==> config.mk <==
export PLATFORM = sky130hd
export DESIGN_NAME = mem_loader_flat
export DESIGN_NICKNAME = d
export VERILOG_FILES = /design/src/rtl/mem_pkg.sv /design/src/rtl/mem_loader_if.sv /design/src/rtl/byte_packer.sv /design/src/rtl/mem_loader.sv /design/src/flat_wrapper.sv
export SDC_FILE = /design/constraint.sdc
export NUM_CORES = 1
export LEC_CHECK = 0
export BUFFER_PORTS_ARGS = -buffer_cell sky130_fd_sc_hd__buf_2
export CAP_MARGIN = 20
export CELL_PAD_IN_SITES_DETAIL_PLACEMENT = 0
export CELL_PAD_IN_SITES_GLOBAL_PLACEMENT = 1
export CORE_MARGIN = 1
export CORE_UTILIZATION = 42
export CTS_CLUSTER_SIZE = 20
export DETAILED_ROUTE_END_ITERATION = 10
export PLACE_DENSITY = 0.88
export SETUP_SLACK_MARGIN = 0.3
export SYNTH_ARGS = -nofsm -noshare
export SYNTH_HDL_FRONTEND = slang
export SYNTH_SLANG_ARGS = --single-unit
==> constraint.sdc <==
create_clock -name clk -period 3.83 [get_ports clk]
set_input_delay 0.1915 -clock clk [delete_from_list [all_inputs] [get_ports clk]]
set_output_delay 0.1915 -clock clk [all_outputs]
set_load 0.01 [all_outputs]
==> src/rtl/mem_pkg.sv <==
// mem_pkg: shared types for the memory library.
package mem_pkg;
    typedef enum logic [1:0] {IDLE, LOAD, FIN} loader_state_t;

    function automatic int bpw(input int width);
        return (width + 7) / 8;
    endfunction
endpackage

==> src/rtl/mem_loader_if.sv <==
// mem_loader_if: control, byte stream and RAM write port of the loader.
interface mem_loader_if #(
    parameter int WIDTH = 8,
    parameter int DEPTH = 256
);
    localparam int ADDRW = $clog2(DEPTH);
    logic             start;
    logic [ADDRW-1:0] base;
    logic [ADDRW:0]   len;
    logic [7:0]       s_data;
    logic             s_valid;
    logic             s_ready;
    logic             we;
    logic [ADDRW-1:0] waddr;
    logic [WIDTH-1:0] wdata;
    logic             busy;
    logic             done;

    modport master (
        output start, base, len, s_data, s_valid,
        input  s_ready, we, waddr, wdata, busy, done
    );
    modport slave (
        input  start, base, len, s_data, s_valid,
        output s_ready, we, waddr, wdata, busy, done
    );
endinterface

==> src/rtl/byte_packer.sv <==
// byte_packer: merges the incoming byte into the partial word at the current byte slot.
module byte_packer
    import mem_pkg::*;
#(
    parameter int WIDTH = 8,
    parameter int BCW = 1
) (
    input  logic [BCW-1:0]            cnt,
    input  logic [8*bpw(WIDTH)-1:0]   acc,
    input  logic [7:0]                data,
    input  logic                      take,
    output logic [8*bpw(WIDTH)-1:0]   next_acc,
    output logic [WIDTH-1:0]          word,
    output logic                      full
);
    localparam int BPW = bpw(WIDTH);

    assign next_acc = acc | ((8*BPW)'(data) << {cnt, 3'b000});
    assign word = next_acc[WIDTH-1:0];
    assign full = take && cnt == BCW'(BPW - 1);
endmodule

==> src/rtl/mem_loader.sv <==
// mem_loader: packs a byte stream little-endian into WIDTH-bit words and
// issues one registered RAM write per completed word.
module mem_loader
    import mem_pkg::*;
#(
    parameter int WIDTH = 8,
    parameter int DEPTH = 256
) (
    input  logic        clk,
    input  logic        rst_n,
    mem_loader_if.slave bus
);
    localparam int ADDRW = $clog2(DEPTH);
    localparam int BPW = bpw(WIDTH);
    localparam int BCW = BPW > 1 ? $clog2(BPW) : 1;
    localparam logic [ADDRW-1:0] LAST = ADDRW'(DEPTH - 1);
    localparam bit POW2 = (1 << ADDRW) == DEPTH;

    loader_state_t    state;
    logic [ADDRW-1:0] addr, next_addr;
    logic [ADDRW:0]   words;
    logic [BCW-1:0]   cnt;
    logic [8*BPW-1:0] acc, next_acc;
    logic [WIDTH-1:0] word;
    logic             full, take;

    assign take = bus.s_valid && bus.s_ready;
    // a power-of-two depth wraps for free in the ADDRW-bit counter
    assign next_addr = (POW2 || addr != LAST) ? addr + 1'b1 : '0;

    byte_packer #(.WIDTH(WIDTH), .BCW(BCW)) u_packer (
        .cnt      (cnt),
        .acc      (acc),
        .data     (bus.s_data),
        .take     (take),
        .next_acc (next_acc),
        .word     (word),
        .full     (full)
    );

    always_ff @(posedge clk) begin
        if (!rst_n) begin
            state       <= IDLE;
            addr        <= '0;
            words       <= '0;
            cnt         <= '0;
            acc         <= '0;
            bus.s_ready <= 1'b0;
            bus.we      <= 1'b0;
            bus.waddr   <= '0;
            bus.wdata   <= '0;
            bus.busy    <= 1'b0;
            bus.done    <= 1'b0;
        end else begin
            bus.we   <= 1'b0;
            bus.done <= 1'b0;
            case (state)
                IDLE: if (bus.start) begin
                    addr        <= bus.base;
                    words       <= bus.len;
                    cnt         <= '0;
                    acc         <= '0;
                    state       <= bus.len == '0 ? FIN : LOAD;
                    bus.s_ready <= bus.len != '0;
                    bus.done    <= bus.len == '0;
                    bus.busy    <= 1'b1;
                end
                LOAD: if (full) begin
                    bus.we    <= 1'b1;
                    bus.waddr <= addr;
                    bus.wdata <= word;
                    addr      <= next_addr;
                    words     <= words - 1'b1;
                    cnt       <= '0;
                    acc       <= '0;
                    if (words == (ADDRW+1)'(1)) begin
                        state       <= FIN;
                        bus.s_ready <= 1'b0;
                        bus.done    <= 1'b1;
                    end
                end else if (take) begin
                    cnt <= cnt + 1'b1;
                    acc <= next_acc;
                end
                FIN: begin
                    state    <= IDLE;
                    bus.busy <= 1'b0;
                end
                default: state <= IDLE;
            endcase
        end
    end
endmodule
==> src/flat_wrapper.sv <==
// flat-port wrapper written by rule: the top's interface ports become plain ports
module mem_loader_flat import mem_pkg::*;
#(
    parameter int WIDTH = 8,
    parameter int DEPTH = 256
)
  (clk, rst_n, bus_start, bus_base, bus_len, bus_s_data, bus_s_valid, bus_s_ready, bus_we, bus_waddr, bus_wdata, bus_busy, bus_done);
  mem_loader_if #(.WIDTH(WIDTH), .DEPTH(DEPTH)) bus_i ();
  input  logic clk;
  input  logic rst_n;
  input wire logic [$bits(bus_i.start)-1:0] bus_start;
  input wire logic [$bits(bus_i.base)-1:0] bus_base;
  input wire logic [$bits(bus_i.len)-1:0] bus_len;
  input wire logic [$bits(bus_i.s_data)-1:0] bus_s_data;
  input wire logic [$bits(bus_i.s_valid)-1:0] bus_s_valid;
  output wire logic [$bits(bus_i.s_ready)-1:0] bus_s_ready;
  output wire logic [$bits(bus_i.we)-1:0] bus_we;
  output wire logic [$bits(bus_i.waddr)-1:0] bus_waddr;
  output wire logic [$bits(bus_i.wdata)-1:0] bus_wdata;
  output wire logic [$bits(bus_i.busy)-1:0] bus_busy;
  output wire logic [$bits(bus_i.done)-1:0] bus_done;
  assign bus_i.start = bus_start;
  assign bus_i.base = bus_base;
  assign bus_i.len = bus_len;
  assign bus_i.s_data = bus_s_data;
  assign bus_i.s_valid = bus_s_valid;
  assign bus_s_ready = bus_i.s_ready;
  assign bus_we = bus_i.we;
  assign bus_waddr = bus_i.waddr;
  assign bus_wdata = bus_i.wdata;
  assign bus_busy = bus_i.busy;
  assign bus_done = bus_i.done;
  mem_loader #(.WIDTH(WIDTH), .DEPTH(DEPTH)) u_core (.clk(clk), .rst_n(rst_n), .bus(bus_i));
endmodule
==> metrics.md <==
| Metric | Value |
|---|---|
| Run status | complete, no violations |
| Reg2reg end | u_core.words[8]$_SDFFE_PN0P_ |
| WS Path Type | flip-flop to flip-flop |
| EDFF count, synth | 0 |
| Req. time, crit path | between 4 and 5 ns |
| Max-cap violations | 0 |
| Antenna diodes | 0 |
| Setup violations, final | 0 |
| PwrDens | roughly 420 mW/mm^2 |
| Worst R2R Setup Slack | ~1.7 ns |
| CTS Buffer Depth | 2 |
| Place WS | roughly 1.7 ns |
| Placer's final routability congestion estimate | between 0.8 and 0.9 |
| Post-Syn Instances | about 270 |
| Placed cell count | ~370 |
| Final Skew | 0.00723 ns |
| Post-Syn Nets | approximately 300 |
| Worst-skew pair later-pin latency | roughly 0.31 ns |
| Layout cells sized above 1 | 22.9% |
| Max-slew headroom | between 20% and 30% |
| Largest net degree at the start of global routing | 33 |
| Final wirelength | a little over 5000 microns |
| # Post-CTS Setup Buffers | 0 |
| Setup ws final | ~1.7 ns |
| H-tree Lvls | 2 |
| Leak Pwr | roughly 1.1 nW |
| Post-detail-place hpwl | between 3000 and 4000 microns |
| Achievable Freq | 0.462 GHz |
| Die Y | ~75 microns |
| P&R area growth vs syn | 16.7% |
| Antenna viol nets, final | 0 |
| Wirelength per Cell | about 14 microns |
| # IOs | 49 |
| Area leader, netlist | dfxtp_1 |
| Gr usage total | between 10% and 20% |
| Die Footprint | between 0.005 and 0.006 sq mm |
| Synth top cells by count | 48 x dfxtp_1, 39 x nand2_1, 37 x a21oi_1 |
| Fill count | slightly above 500 |
| # DRC | 0 |
| Cell Rows | 26 |
| Hold Path Origin | bus_base[7] |
| Worst r2r path cells | 4 |
| Total core area | ~0.005 sq mm |
| Sequential area share after synthesis | 43.2% |
| Grt total ovfl | 0 |
| Async set-reset flop share out of synthesis | 0% |
| Register bit count reported by yosys | between 40 and 50 |
| Post-synth top area share | 43.2% |
| Global-route wire length before repair | a little over 8000 microns |
| Period minus WS final | 2.16 ns |
| RSZ-0062 raised after global routing | no |
| Crit. End Element | flip-flop |
| Die W | 74.8 microns |
| Root Driver | clkbuf_8 |
| Slew @ Worst Pin | about 1.0 ns |
| R2R Path Start | u_core.state[0]$_SDFFE_PN0P_ |
| Hold-fix buffers, CTS | 0 |
| Worst Path Max Fanout | 16 |
| Post-Route Setup TNS | 0 ns |
| Clock Sinks | 48 |
| Peak supply drop | around 0.20 mV |
| Nets | between 300 and 400 |
| Fin. max-slew vios | 0 |
| Post-route cell area | ~0.0026 sq mm |
| Critical Path AT | between 2 and 2.5 ns |
| Drt initial violations | roughly 150 |
| Placed instance area | ~0.0024 sq mm |
| Netlist Area Pre-Place | ~0.0022 sq mm |
| CTS Buf Count | 5 |
| IO Port Bufs | 48 |
| Worst Hold Depth | 3 |
| Crit path launch type | flip-flop |
| Most numerous cell in the Yosys netlist | dfxtp_1 |
| CTS tree | yes |
| Yosys warns | 0 |
| HP Class | input port to flip-flop |
| Most used DFF post-synth | dfxtp_1 |
| Initial Util | approximately 44% |
| Final period util | about 57% |
| Hold endpoint | u_core.addr[7]$_SDFFE_PN0P_ |
| Clock-pin slew on the worst setup and hold paths | 0.09 ns |
| Drt pass-1 iters | 4 |
| Post-CTS resize count | 0 |
| Final design utilization | 50.9% |
| Mean Syn Cell Area | roughly 8.3 sq um |
| Initial antenna violation count | 0 |
| Post-Layout Cell Count | ~380 |
| Dominant cells by area after synthesis | dfxtp_1 43%, a21oi_1 8.3%, nand2_1 6.6% |
| Vias per inst | 5.33 |
| Final Hold Fails | 0 |
| Post-synth cell types | 53 |
| Vias in the first global route | about 1700 |
| Vias | approximately 2000 |
[cell families after synthesis]
| kind of cell | Yosys count | share of synthesized area (%) |
|---|---|---|
| AND/OR/NAND/NOR | 104 | 23.8 |
| AO/OA/AOI/OAI | 86 | 25.0 |
| flip-flops | 48 | 43.2 |
| buffers and inverters | 25 | 5.90 |
| adder cells (fa/ha/maj) | 3 | 1.69 |
| multiplexers | 1 | 0.506 |
[state kept, by name, indices dropped and copies added, names as in the netlist]
register	flops
u_core.cnt	1
u_core.bus.we	1
u_core.state	2
u_core.bus.busy	1
u_core.bus.s_ready	1
u_core.addr	8
u_core.bus.waddr	8
u_core.acc	8
u_core.bus.wdata	8
u_core.words	9
u_core.bus.done	1
[cell type report]
type	count	area (sq um)	share of cell area, %
multi-input combinational	194	1130	43.6
sequential	48	961	37.0
timing repair buffer	49	268	10.3
tap	70	87.6	3.37
clock buffer	6	82.6	3.18
clock inverter	2	38.8	1.49
inverter	7	26.3	1.01
[layout by cell type, fill, tap and decap left out, types with 2 or more instances in the layout]
cell      count
buf_2        48
dfxtp_1      48
nand2_1      39
a21oi_1      37
nor2_1       20
o21ai_0      13
a211oi_1     10
and3_1       10
nor3_1        8
inv_1         6
clkbuf_8      6
nand3_1       5
nor4_1        4
a21o_1        3
o22ai_1       3
ha_1          3
nor2b_1       2
nor3b_1       2
a31o_2        2
o211ai_1      2
o21ai_1       2
or3_1         2
[critical path: stages (launching register included)]
cell     delay [ns]
dfxtp_1        0.56
nor2b_1        0.88
and4_1         0.34
o22ai_1        0.08
a22o_1         0.19
[worst max-delay path by stage]
stage                                      start                      endpoint  slack, ns
floorplan           u_core.words[0]$_SDFFE_PN0P_  u_core.words[8]$_SDFFE_PN0P_       2.31
global route        u_core.state[0]$_SDFFE_PN0P_  u_core.words[8]$_SDFFE_PN0P_       1.47
detailed placement  u_core.state[0]$_SDFFE_PN0P_  u_core.words[8]$_SDFFE_PN0P_       1.67
finish              u_core.state[0]$_SDFFE_PN0P_  u_core.words[8]$_SDFFE_PN0P_       1.67
global placement    u_core.state[0]$_SDFFE_PN0P_  u_core.words[8]$_SDFFE_PN0P_       1.71
CTS                 u_core.state[0]$_SDFFE_PN0P_  u_core.words[8]$_SDFFE_PN0P_       1.66
[power by group]
part           leakage [nW]  internal [mW]  total (mW)  switching (mW)
registers             0.391          0.521       0.546          0.0250
clock network        0.0614          0.214       0.391           0.177
logic                 0.606         0.0654       0.161          0.0955
[stage by stage]
stage               power [mW]  hold slack, ns
floorplan                0.671           0.355
global placement         0.712           0.440
detailed placement       0.714           0.444
CTS                       1.10           0.146
global route              1.15           0.136
finish                    1.10           0.152
[metal layers]
metal  global-route usage [%]  vias up  routed length [microns]
met5                        0        -                        0
met4                     8.81        0                       93
met3                     4.69        8                      201
met2                     27.5       46                     2230
met1                     27.4      909                     2550
li1                         -     1042                        -
(Power assumes the default switching activity.)
